[config.mk]
export PLATFORM = sky130hd
export DESIGN_NAME = decode_stage
export DESIGN_NICKNAME = d
export VERILOG_FILES = /design/src/rtl/decode_stage.sv
export SDC_FILE = /design/constraint.sdc
export NUM_CORES = 2
export LEC_CHECK = 0
export CAP_MARGIN = 20
export CELL_PAD_IN_SITES_DETAIL_PLACEMENT = 1
export CELL_PAD_IN_SITES_GLOBAL_PLACEMENT = 2
export CORE_MARGIN = 8
export CORE_UTILIZATION = 44
export CTS_BUF_LIST = sky130_fd_sc_hd__clkbuf_4 sky130_fd_sc_hd__clkbuf_8 sky130_fd_sc_hd__clkbuf_16
export DETAILED_ROUTE_END_ITERATION = 10
export GPL_TIMING_DRIVEN = 1
export PLACE_DENSITY_LB_ADDON = 0.1
export SLEW_MARGIN = 20
export SYNTH_ARGS = -nofsm -noshare
export SYNTH_HDL_FRONTEND = slang
export SYNTH_SLANG_ARGS = --single-unit
[constraint.sdc]
create_clock -name clk -period 48.1 [get_ports clk]
set_input_delay 9.62 -clock clk [delete_from_list [all_inputs] [get_ports clk]]
set_output_delay 9.62 -clock clk [all_outputs]
set_load 0.01 [all_outputs]
[src/rtl/decode_stage.sv]
// decode_stage: IF/ID pipeline register, 32x32 register file, immediate
// extension and load-use hazard detection for the MIPS decode stage.
// Optional feature: define DECODE_BYPASS_EN for a write-through read bypass
// (writeback data visible on the read ports in the same cycle as the write).
module decode_stage (
    input  logic        clk,
    input  logic        reset,
    input  logic [31:0] instruction_in,
    input  logic [23:0] bundle_in,
    input  logic [31:0] pc_seq_in,
    input  logic        jump_branch_in,
    input  logic        wb_en_in,
    input  logic [4:0]  wb_addr_in,
    input  logic [31:0] wb_data_in,
    input  logic        ex_mem_read_in,
    input  logic [4:0]  ex_rt_in,
    output logic        stall_out,
    output logic [31:0] instruction_out,
    output logic [23:0] bundle_out,
    output logic [31:0] pc_seq_out,
    output logic        valid_out,
    output logic [4:0]  rs_out,
    output logic [4:0]  rt_out,
    output logic [4:0]  rd_out,
    output logic [31:0] rs_data_out,
    output logic [31:0] rt_data_out,
    output logic [31:0] imm_ext_out
);

    localparam logic [31:0] RESET_PC   = 32'h0040_0000;
    localparam logic [31:0] NOP_INSTR  = 32'h3400_0000;
    localparam logic [23:0] NOP_BUNDLE = 24'h0E_2531;

    // IF/ID pipeline register
    logic [31:0] instr_q, instr_d;
    logic [23:0] bundle_q, bundle_d;
    logic [31:0] pc_seq_q, pc_seq_d;
    logic        valid_q, valid_d;

    // Register file
    logic [31:0] regs_q [32];
    logic [31:0] regs_d [32];

    logic        stall;
    logic        wb_write;

    assign rs_out   = instr_q[25:21];
    assign rt_out   = instr_q[20:16];
    assign rd_out   = instr_q[15:11];
    assign wb_write = wb_en_in && (wb_addr_in != 5'd0);

    // Load-use hazard: the load in EX targets a source of the held instruction
    always_comb begin
        stall = ex_mem_read_in && (ex_rt_in != 5'd0) && valid_q &&
                ((ex_rt_in == rs_out) || (ex_rt_in == rt_out));
    end

    // IF/ID next state: flush has priority over stall, stall holds
    always_comb begin
        instr_d  = instr_q;
        bundle_d = bundle_q;
        pc_seq_d = pc_seq_q;
        valid_d  = valid_q;
        if (jump_branch_in) begin
            instr_d  = NOP_INSTR;
            bundle_d = NOP_BUNDLE;
            pc_seq_d = pc_seq_in;
            valid_d  = 1'b0;
        end else if (!stall) begin
            instr_d  = instruction_in;
            bundle_d = bundle_in;
            pc_seq_d = pc_seq_in;
            valid_d  = 1'b1;
        end
    end

    // IF/ID register with asynchronous reset to the NOP bubble
    always_ff @(posedge clk or posedge reset) begin
        if (reset) begin
            instr_q  <= NOP_INSTR;
            bundle_q <= NOP_BUNDLE;
            pc_seq_q <= RESET_PC;
            valid_q  <= 1'b0;
        end else begin
            instr_q  <= instr_d;
            bundle_q <= bundle_d;
            pc_seq_q <= pc_seq_d;
            valid_q  <= valid_d;
        end
    end

    // Register file next state: single write port, $0 never written
    always_comb begin
        regs_d = regs_q;
        if (wb_write) begin
            regs_d[wb_addr_in] = wb_data_in;
        end
    end

    // Register file storage, cleared by reset
    always_ff @(posedge clk or posedge reset) begin
        if (reset) begin
            for (int unsigned i = 0; i < 32; i++) begin
                regs_q[i] <= '0;
            end
        end else begin
            regs_q <= regs_d;
        end
    end

    // Combinational read ports, optionally bypassing the pending write
    always_comb begin
        rs_data_out = (rs_out == 5'd0) ? '0 : regs_q[rs_out];
        rt_data_out = (rt_out == 5'd0) ? '0 : regs_q[rt_out];
`ifdef DECODE_BYPASS_EN
        if (wb_write && (wb_addr_in == rs_out)) begin
            rs_data_out = wb_data_in;
        end
        if (wb_write && (wb_addr_in == rt_out)) begin
            rt_data_out = wb_data_in;
        end
`endif
    end

    // Immediate extension: logical ops zero-extend, lui shifts, rest sign-extend
    always_comb begin
        case (instr_q[31:26])
            6'h0C, 6'h0D, 6'h0E: imm_ext_out = {16'h0000, instr_q[15:0]};
            6'h0F:               imm_ext_out = {instr_q[15:0], 16'h0000};
            default:             imm_ext_out = {{16{instr_q[15]}}, instr_q[15:0]};
        endcase
    end

    // Stalled instruction is replaced by a bubble toward EX
    always_comb begin
        stall_out       = stall;
        instruction_out = stall ? NOP_INSTR : instr_q;
        bundle_out      = stall ? NOP_BUNDLE : bundle_q;
        pc_seq_out      = pc_seq_q;
        valid_out       = valid_q && !stall;
    end

endmodule

; After elaboration in Yosys (flattened, before gate mapping)
; Index checks and enable logic that the tools add are counted.
[totals]
output_inout_bits = 201
word_cells = 85
register_bits = 1113
input_bits = 135
[classes]
magnitude_cmp = 4
reduce_logical = 13
n_eq_ne = 7
n_mux = 22
bitwise = 3
[ops]
columns = cell, n
row1 = bitwise mux 1024 bit, 1
row2 = two-way mux 32 bit, 12
row3 = binary-select mux 32 bit (select 5 bit), 2
row4 = demux 32 bit (select 5 bit), 1
row5 = two-way mux 24 bit, 3
row6 = one-hot mux 32 bit (2 select lines), 1
row7 = "equality test 6 x 4 -> 1 bit, second input constant", 4
row8 = "greater-or-equal comparator 6 bit, second input constant", 3
row9 = inverter 5 -> 6 bit, 3
row10 = equality test 5 bit, 2
row11 = zero test 5 bit, 2
row12 = nonzero test 5 bit, 2
row13 = logical AND 1 bit, 6
row14 = "less-than comparator 6 x 1 -> 1 bit, second input constant", 1
row15 = OR reduction 3 bit, 1
row16 = two-way mux 1 bit, 2
row17 = "!= test 2 bit, second input constant", 1
row18 = zero test 1 bit, 1
row19 = logical OR 1 bit, 1

; Depth between registers and ports, before layout
[logic_depth]
word_depth = 6
ltp_mapped = 9
mapped_depth_nobuf = 5

; Least setup slack after synthesis
; Ideal clock, no wire load.
[synth_path]
path_type = input port to output port
start = input port ex_rt_in[1]
end = output port bundle_out[11]
n_path_buf = 3
cell_stages = 7
setup_slack_ns = 27.441
arrival_ns = 11.039
path_cell_list = or4_1 o211ai_2 or2_1 buf_2 buf_4 buf_2 and2_1
[synth_between]
elab_chain_cells = 5
elab_cells_between_ends = 8
cone_classes = 2 x eq/ne / 1 x mux / 5 x reduce/logical
[synth_rtl]
columns = item, line
row1 = "start, declared", 16  ; input logic [4:0] ex_rt_in,
row2 = nonzero test 5 bit, 54  ; stall = ex_mem_read_in && (ex_rt_in != 5'd0) && valid_q &&
row3 = logical AND 1 bit (2 in a row), 54
row4 = logical AND 1 bit *, 54
row5 = two-way mux 24 bit *, 138  ; bundle_out = stall ? NOP_BUNDLE : bundle_q;
row6 = "end, declared", 19  ; output logic [23:0] bundle_out,
; Every way passes the cells marked *; elsewhere a longest branch is shown, timed or not.

; Final worst setup path
[layout_path]
start = input port ex_rt_in[2]
end = output port instruction_out[22]
[layout_between]
elab_chain_cells = 5
elab_cells_between_ends = 8
cone_classes = 2 x eq/ne / 1 x mux / 5 x reduce/logical
[layout_rtl]
columns = item, line
row1 = nonzero test 5 bit, 54
row2 = logical AND 1 bit (2 in a row), 54
row3 = logical AND 1 bit *, 54
row4 = two-way mux 32 bit *, 137  ; instruction_out = stall ? NOP_INSTR : instr_q;
row5 = "end, declared", 18  ; output logic [31:0] instruction_out,
; Marked as above.

==> impl_metrics.ini <==
[outcome]
status = complete, no violations

[clocking]
worstSkewPairLatency_ps = 760
cts_max_level = 4
cts_buffer_depth = 3
cts_tree = yes
ctsResizeCount = 0
clock_sinks = 1113
cts.clk_slew.worst_paths_ps = 50
clockRootBuffer = clkbuf_16
cts_setup_buffers = 0
hold_buffers = 0
cts-buffers-inserted = 134

[placed_design]
port_buffers = 335
hpwl_um = 116000
placed_cells = 5724
gp_congestion = 0.747
place_ws_ps = 24960

[timing]
slew_violations = 0
finalCriticalPeriod_ps = 23160
final.setup.worst_slack_ps = 24940
hold_ws_ps = 394
slew-limit-headroom_pct = 21.6
finalCritPeriodShare_pct = 48.1
fin_skew_ps = 22.2
finalSetupViolCount = 0
setup_tns_ps = 0
fmax_mhz = 43.2
tightest_slew_ps = 1180
rsz0062_at_grt = no
hold_viol = 0

[yosys]
syn-mean-instance-area_um2 = 14.5
synth_area_um2 = 58400
syn_nets = 4159
synth-seq-area-share_pct = 47.7
yosysWarnings = 0
synth_edf_count = 0
synth_cells = 4024
yosys_register_bits = 1113
synthFlopType = dfrtp_1
ys_types = 49
async_flop_share_pct = 100

[job]
maxCapViolCount = 0

[worst_setup_path]
rrSetupSlack_ps = 44050
setup.worst_path.end_class = output pin
r2r_cells = 8
path_class = input pin to output pin
path_cells = clkdlybuf4s50_1 > or4_1 > o211ai_4 > buf_4 > or2_4 > buf_4 > and2_1 > clkdlybuf4s50_1
start_kind = input pin
slowest_delay_ps = 640
arrival_ps = 13540
r2r-start = instr_q[17]$_DFFE_PP0P_
crit_slowest_cell = or2_4
cp_max_fo = 67
r2r_end = instr_q[22]$_DFFE_PP0P_
crit_required_ps = 38480

[worst_hold_path]
holdPathEnd = regs_q[1007]$_DFFE_PP0P_
hp-start = regs_q[1007]$_DFFE_PP0P_
hold_class = flop to flop
whs_path_depth = 0

[power]
ir_worst_vdd_uv = 39.4
p_leak_nw = 27.9
p_per_area_nw_per_um2 = 41.7

[routing]
wl_per_cell_um = 35.3
first_pass_iters = 5
drtIter0Drc = 2834
vias = 38900
drc = 0
routed_wirelength_um = 211000
ant_nets = 0
vias_per_cell = 6.52

[die]
core_area_um2 = 132000
start_util_pct = 44.4
rows = 133
die_h_um = 380
dieArea_um2 = 145000
io_pins = 336
die_width_um = 380

[finish]
area_growth_pct = 14.9
final_cells = 5970
fill_cells = 12700
drive_above_1_share_pct = 44.7
final_nets = 4242

[global_routing]
antenna_found_initial = 12
overflow = 0
grt_pass1_vias = 41400
grt_max_degree = 111
gr-usage-all-layers_pct = 28.8
grt_pass1_wl_um = 309000
-- per-stage QoR --
stage | utilization [%] | power [mW] | area (um2)
detailed placement | 47.6 | 1.78 | 62700
CTS | 51.0 | 2.82 | 67200
global placement | 47.6 | 1.76 | 62700
floorplan | - | 1.60 | 58400
global route | 51.0 | 2.91 | 67100
finish | 51.0 | 2.80 | 67100
-- worst max path at each step --
stage | from | to | cells after the start
final | ex_rt_in[2] | instruction_out[22] | 8
after global routing | ex_rt_in[1] | instruction_out[22] | 8
after CTS | ex_rt_in[1] | instruction_out[22] | 8
after detailed placement | ex_rt_in[1] | instruction_out[22] | 8
after global placement | ex_rt_in[2] | instruction_out[22] | 8
after floorplan | reset | bundle_q[11]$_DFFE_PP0P_ | 1
-- state kept, by name, indices dropped and copies added, names as in the netlist --
name,cells
valid_q,1
regs_q,1024
pc_seq_out,32
bundle_q,24
instr_q,32
-- Yosys cell counts, types with 2 or more instances --
master,number,share of area (%)
a2111oi_0,63,0.94
a211oi_1,64,0.82
a21o_1,15,0.19
a21oi_1,32,0.27
a22o_1,95,1.4
a22oi_1,31,0.40
a31o_2,44,0.66
and2_1,47,0.50
and3_1,2,0.021
buf_1,54,0.35
buf_2,74,0.63
buf_4,61,0.78
buf_6,24,0.46
clkbuf_1,270,1.7
clkbuf_2,2,0.017
dfrtp_1,1100,47
dfstp_2,13,0.58
inv_1,15,0.096
mux2_2,1025,20
mux2i_1,258,4.4
mux4_2,383,15
nand2_1,36,0.23
nand2b_1,2,0.021
nand3_1,3,0.026
nand3b_1,6,0.077
nor2_1,23,0.15
nor2b_1,21,0.22
nor3_1,35,0.30
nor3_2,2,0.034
nor3b_1,5,0.064
nor4b_1,44,0.66
o211ai_1,12,0.15
o21ai_0,12,0.10
o221ai_1,63,0.94
o22ai_1,64,0.69
or3_1,2,0.021
xor2_1,10,0.15
-- metal layers --
layer	track usage, %	part of all wire (%)	up-vias
li1	-	-	15700
met2	44.6	46	1292
met3	6.06	6.5	391
met1	40.7	44	21500
met4	8.84	3.1	6
met5	0	0.016	-
-- cell families after synthesis --
kind of cell / after synthesis / share of synthesized area, %
AOI/OAI and AO/OA: 499 / 6.68
DFF: 1113 / 47.7
muxes: 1667 / 39.0
buffers and inverters: 500 / 4.08
and+or+nand+nor: 235 / 2.42
xor gates and xnor gates: 10 / 0.150
-- area by class of cell --
cell class / instances / area [um2] / share of cell area [%]
well taps: 1755 / 2200 / 3.27
repair buffers: 432 / 4040 / 6.02
clock buffers: 200 / 4110 / 6.13
multi-input cells: 2411 / 28500 / 42.4
inverters: 15 / 63.8 / 0.0951
clock inverters: 37 / 329 / 0.490
flip-flops and latches: 1113 / 27900 / 41.6
diodes: 7 / 17.5 / 0.0261
-- placed cells by master (no fill, tap or decap), types with 19 or more instances in the layout --
cell type        instances
a31o_2                  44
and2_1                  45
dfrtp_1               1092
a211oi_1                63
nor3_1                  34
mux2i_1                258
o221ai_1                63
nor4b_1                 44
a2111oi_0               61
mux2_2                1025
clkbuf_4                33
nor2_4                  19
a22o_1                  95
o22ai_1                 64
a21oi_1                 32
clkinv_2                22
a22oi_1                 31
buf_4                   91
clkbuf_16              139
clkdlybuf4s50_1        316
buf_2                   19
clkbuf_8                28
mux4_2                 383
-- worst max-delay path: cells and delay by family --
family                 cells  cell delay [ps]
buffers and inverters      4             2220
AND/OR/NAND/NOR            3             1480
AO/OA/AOI/OAI              1              170
-- report_power, final --
group          internal, mW  switching, mW  leakage, nW  total (mW)
combinational         0.308          0.227         11.4       0.535
sequential             1.11          0.130         14.2        1.24
clock                 0.608          0.418         2.25        1.03
total                  2.02          0.775         27.9        2.80
Note: power is estimated with default switching activity, not from simulation.
